==> src/rtl/mem_port_arbiter.sv <==
// mem_port_arbiter: shares one single-port word memory between the fetch
// client (0) and the load client (1). Requests are granted round-robin, the
// strobe is held until the memory answers, and a watchdog turns a stalled
// access into an error response.
module mem_port_arbiter #(
   parameter int ADDR_W         = 32,
   parameter int DATA_W         = 32,
   parameter int TIMEOUT_CYCLES = 15
) (
   input  logic              i_clk,
   input  logic              i_reset,
   input  logic              c0_req_valid,
   input  logic [ADDR_W-1:0] c0_req_addr,
   output logic              c0_req_ready,
   output logic              c0_resp_valid,
   output logic [DATA_W-1:0] c0_resp_data,
   output logic              c0_resp_err,
   input  logic              c1_req_valid,
   input  logic [ADDR_W-1:0] c1_req_addr,
   output logic              c1_req_ready,
   output logic              c1_resp_valid,
   output logic [DATA_W-1:0] c1_resp_data,
   output logic              c1_resp_err,
   output logic [ADDR_W-1:0] mem_req_addr,
   output logic              mem_req_stb,
   input  logic [DATA_W-1:0] mem_req_data,
   input  logic              mem_req_valid
);

   typedef enum logic [1:0] {S_IDLE, S_WAIT, S_RESP} state_t;

   localparam logic [7:0] TO_LAST = 8'(TIMEOUT_CYCLES - 1);

   // Watchdog counter increment that sticks at all-ones instead of wrapping.
   function automatic logic [7:0] sat_inc(input logic [7:0] v);
      return (v == 8'hFF) ? v : v + 8'd1;
   endfunction

   state_t            state_q, state_d;
   logic              last_grant_q, last_grant_d;
   logic [7:0]        cnt_q, cnt_d;
   logic [ADDR_W-1:0] addr_q, addr_d;
   logic              owner_q, owner_d;
   logic              err_q, err_d;
   logic [DATA_W-1:0] c0_data_q, c0_data_d;
   logic [DATA_W-1:0] c1_data_q, c1_data_d;

   logic gnt_valid;
   logic gnt_id;

   // Round-robin pick: a lone requester wins; on a tie the client not served last wins.
   always_comb begin
      gnt_valid = c0_req_valid | c1_req_valid;
      gnt_id    = 1'b0;
      if (c0_req_valid && c1_req_valid) gnt_id = ~last_grant_q;
      else if (c1_req_valid)            gnt_id = 1'b1;
   end

   // Next-state logic and all outputs, decoded from the current state.
   always_comb begin
      state_d      = state_q;
      last_grant_d = last_grant_q;
      cnt_d        = cnt_q;
      addr_d       = addr_q;
      owner_d      = owner_q;
      err_d        = err_q;
      c0_data_d    = c0_data_q;
      c1_data_d    = c1_data_q;
      c0_req_ready = 1'b0;
      c1_req_ready = 1'b0;
      mem_req_stb  = 1'b0;
      mem_req_addr = '0;
      case (state_q)
         S_IDLE: begin
            // Ready is masked while reset is held so nothing looks accepted.
            c0_req_ready = i_reset & gnt_valid & ~gnt_id;
            c1_req_ready = i_reset & gnt_valid & gnt_id;
            if (gnt_valid) begin
               addr_d       = gnt_id ? c1_req_addr : c0_req_addr;
               owner_d      = gnt_id;
               last_grant_d = gnt_id;
               cnt_d        = 8'd0;
               state_d      = S_WAIT;
            end
         end
         S_WAIT: begin
            mem_req_stb  = 1'b1;
            mem_req_addr = addr_q;
            // Memory data beats the watchdog when both happen together.
            if (mem_req_valid) begin
               if (owner_q) c1_data_d = mem_req_data;
               else         c0_data_d = mem_req_data;
               err_d   = 1'b0;
               state_d = S_RESP;
            end else if (cnt_q == TO_LAST) begin
               if (owner_q) c1_data_d = '0;
               else         c0_data_d = '0;
               err_d   = 1'b1;
               state_d = S_RESP;
            end else begin
               cnt_d = sat_inc(cnt_q);
            end
         end
         S_RESP: begin
            state_d = S_IDLE;
         end
         default: begin
            state_d = S_IDLE;
         end
      endcase
   end

   assign c0_resp_valid = (state_q == S_RESP) & ~owner_q;
   assign c1_resp_valid = (state_q == S_RESP) & owner_q;
   assign c0_resp_err   = c0_resp_valid & err_q;
   assign c1_resp_err   = c1_resp_valid & err_q;
   assign c0_resp_data  = c0_data_q;
   assign c1_resp_data  = c1_data_q;

   // State and datapath registers; reset abandons any access in flight.
   always_ff @(posedge i_clk) begin
      if (!i_reset) begin
         state_q      <= S_IDLE;
         last_grant_q <= 1'b1;
         cnt_q        <= 8'd0;
         addr_q       <= '0;
         owner_q      <= 1'b0;
         err_q        <= 1'b0;
         c0_data_q    <= '0;
         c1_data_q    <= '0;
      end else begin
         state_q      <= state_d;
         last_grant_q <= last_grant_d;
         cnt_q        <= cnt_d;
         addr_q       <= addr_d;
         owner_q      <= owner_d;
         err_q        <= err_d;
         c0_data_q    <= c0_data_d;
         c1_data_q    <= c1_data_d;
      end
   end

endmodule

==> config.mk <==
export PLATFORM = sky130hd
export DESIGN_NAME = mem_port_arbiter
export DESIGN_NICKNAME = d
export VERILOG_FILES = /design/src/rtl/mem_port_arbiter.sv
export SDC_FILE = /design/constraint.sdc
export NUM_CORES = 1
export LEC_CHECK = 0
export BUFFER_PORTS_ARGS = -buffer_cell sky130_fd_sc_hd__buf_2
export CAP_MARGIN = 20
export CORE_MARGIN = 5
export CORE_UTILIZATION = 43
export CTS_BUF_LIST = sky130_fd_sc_hd__clkbuf_2 sky130_fd_sc_hd__clkbuf_4 sky130_fd_sc_hd__clkbuf_8
export DETAILED_ROUTE_END_ITERATION = 8
export PLACE_DENSITY_LB_ADDON = 0.15
export SLEW_MARGIN = 20
export SYNTH_ARGS = -nofsm -noshare
export SYNTH_HDL_FRONTEND = slang
export SYNTH_SLANG_ARGS = --single-unit
==> constraint.sdc <==
create_clock -name i_clk -period 1.8 [get_ports i_clk]
set_input_delay 0.18 -clock i_clk [delete_from_list [all_inputs] [get_ports i_clk]]
set_output_delay 0.18 -clock i_clk [all_outputs]
set_load 0.05 [all_outputs]
==> flow_summary_export.csv <==
group,metric,value,unit
sta,slew_viol_final,0,
setup_path,worstSetupEndpointType,"flop",
setup_path,critPathMaxFanout,32,
synth,avgSynthCellArea,10.1,µm²
routing,firstDrtPassIters,5,
synth,synth.distinct_cells,41,
routing,ant_nets,0,
synth,synth_edf_count,0,
setup_path,worstSetupStartpointType,"flop",
clock_network,cts-htree-levels,3,
global_routing,grt_pass1_wl,18.3,mm
routing,vias,3965,
layout,fill_cells,884,
sta,period_share,97.6,%
routing,wl_per_cell,15.4,µm
clock_network,clock-sinks,109,
layout,drive_above_1_share,43.5,%
sta,hold_viol_final,0,
synth,ys_seq_area_share,51.7,%
routing,dr.first_iter.drc_count,245,
global_routing,grt_max_degree,39,
layout,final_cell_mix,"169 x buf_2, 107 x dfxtp_1, 72 x nand2_1",
clock_network,clk_pin_slew,0.11,ns
sta,finClkSkew,0.0207,ns
synth,ys_async_sr_fraction,0,%
routing,drc,0,
power,powerDensity,877,nW/µm²
sta,fin_crit,1.76,ns
synth,yosys_warnings,0,
power,ir_worst_vdd,0.000439,V
floorplanning,coreArea,9680,µm²
clock_network,cts_tree,"yes",
clock_network,numCtsBuffers,9,
layout,design_area,5850,µm²
setup_path,critPathArrivalTime,2.01,ns
sta,fmax,0.569,GHz
sta,max_slew.worst_pin.slew,0.480,ns
clock_network,hold_buffers,0,
global_routing,grt_overflow_total,0,
floorplanning,die_w,109,µm
floorplanning,start_util,43.6,%
synth,syn-cell-area,4220,µm²
placement,io_buffers,203,
sta,rsz0062_at_grt,"yes",
synth,synth_seq_cells,109,
routing,viasPerCell,5.22,
clock_network,cts_buffer_depth,2,
setup_path,cp.required,2.06,ns
routing,wl,11.7,mm
power,power.total,5130,µW
placement,place_area,5490,µm²
floorplanning,rows,36,
synth,synth_ff_type,"dfxtp_1",
placement,gp_congestion,0.858,
floorplanning,chipHeight,109,µm
power,cellLeakagePower,0.00279,µW
placement,dp_hpwl,8.69,mm
sta,setup_viol,0,
sta,slew_headroom,67.8,%
setup_path,criticalPathCategory,"reg -> reg",
global_routing,grtUsageTotal,19.2,%
layout,layout_commonest_cell,"buf_2",
synth,synth_nets,521,
clock_network,clock_latency,0.36,ns
clock_network,clockRootBuffer,"clkbuf_8",
synth,synthCells,418,
global_routing,grt_pass1_vias,3809,
min_path,holdCritPathClass,"in -> reg",
global_routing,antenna_found_initial,0,
floorplanning,ioPinCount,204,
run_status,status,"complete, no violations",
layout,nets,724,
layout,antenna_cells,0,
job,cap_viol_max_count,0,
layout,areaGrowthSynthToFinish,38.7,%
floorplanning,dieArea,11900,µm²
[Yosys cell counts, types with 2 or more instances]
library cell / instances / area [µm²]
a32o_1: 64 / 641
nand4_1: 3 / 18.8
clkbuf_1: 26 / 97.6
dfxtp_1: 109 / 2180
nand3_1: 6 / 30.0
nor3_1: 3 / 15.0
or2_2: 2 / 12.5
nand2_1: 72 / 270
a22oi_1: 32 / 240
a21o_1: 2 / 15.0
buf_1: 3 / 11.3
ha_1: 2 / 25.0
inv_1: 5 / 18.8
a21oi_1: 5 / 25.0
and2_1: 36 / 225
or4_1: 2 / 15.0
o211ai_1: 5 / 37.5
a31oi_4: 2 / 42.5
nor2_1: 9 / 33.8
buf_6: 6 / 67.6
buf_2: 2 / 10.0
o21ai_0: 2 / 10.0
or3_1: 2 / 12.5
[registers in the layout, indices dropped and copies added (netlist names)]
signal,flops
addr_q,32
c0_resp_data,32
c1_resp_data,32
cnt_q,8
err_q,1
last_grant_q,1
owner_q,1
state_q,2
[final timing paths]
path	slack (ns)	from	end	cells past startpoint
worst max-delay path	0.04	cnt_q[7]	c0_resp_data[17]	5
worst min-delay path	0.03	c0_req_addr[22]	addr_q[22]	3
worst max register to register	0.04	cnt_q[7]	c0_resp_data[17]	5
worst min register to register	0.44	addr_q[26]	addr_q[26]	2
[cells by family (layout without fill, tap and decap cells)]
group                      after synthesis  in the layout  synth area share, %
muxes                                    2              2                0.504
DFF                                    109            109                 51.7
AOI/OAI and AO/OA                      120            120                 25.8
buffers and inverters                   43            251                 5.04
and+or+nand+nor                        142            142                 16.3
adders and majority gates                2              2                0.593
[final cells by class]
cell class / count / area (µm²) / share of cell area (%)
clock inverters: 7 / 103 / 1.75
well taps: 133 / 166 / 2.84
inverters: 5 / 18.8 / 0.321
clock buffers: 9 / 124 / 2.12
multi-input cells: 266 / 1860 / 31.8
repair buffers: 230 / 1400 / 23.9
flip-flops and latches: 109 / 2180 / 37.3
[per-layer routing]
metal | global-route usage [%] | vias to the layer above | wire length [µm]
li1 | - | 1963 | -
met5 | 0 | - | 0
met1 | 23.9 | 1840 | 4820
met4 | 5.68 | 0 | 105
met3 | 5.21 | 10 | 1080
met2 | 32.5 | 152 | 5670
[what timing repair did]
item	in CTS	in global routing
endpoints found under the setup margin	34	75
cloned	0	0
buffers inserted	0	3
gates resized for setup	24	25
pin swaps	0	2
[per-stage QoR]
| step | TNS, ns | utilization [%] | setup WS, ns | hold WS (ns) | instances |
|---|---|---|---|---|---|
| global placement | 0 | 56.7 | 0.0752 | 0.393 | 740 |
| detailed placement | 0 | 56.7 | 0.0185 | 0.399 | 740 |
| CTS | -0.000591 | 59.7 | -0.000296 | 0.00683 | 756 |
| global route | -0.0739 | 60.4 | -0.0189 | 0.0118 | 759 |
| finish | 0 | 60.4 | 0.0426 | 0.0318 | 759 |
| floorplan | 0 | - | 0.0608 | 0.309 | 418 |
[power breakdown]
part           leakage [µW]  total, µW  switching [µW]  internal [µW]
sequential         0.000889       2600            59.9           2540
combinational       0.00178        956             618            338
clock              0.000114       1580             881            697
[critical path, stage by stage, from the launching register on]
cell and delay (ns):
dfxtp_1 0.33, or4_4 0.54, o21bai_4 0.24, a31oi_4 0.13
buf_12 0.18, a32o_1 0.23
No activity file was read; power rests on OpenSTA's default activity.
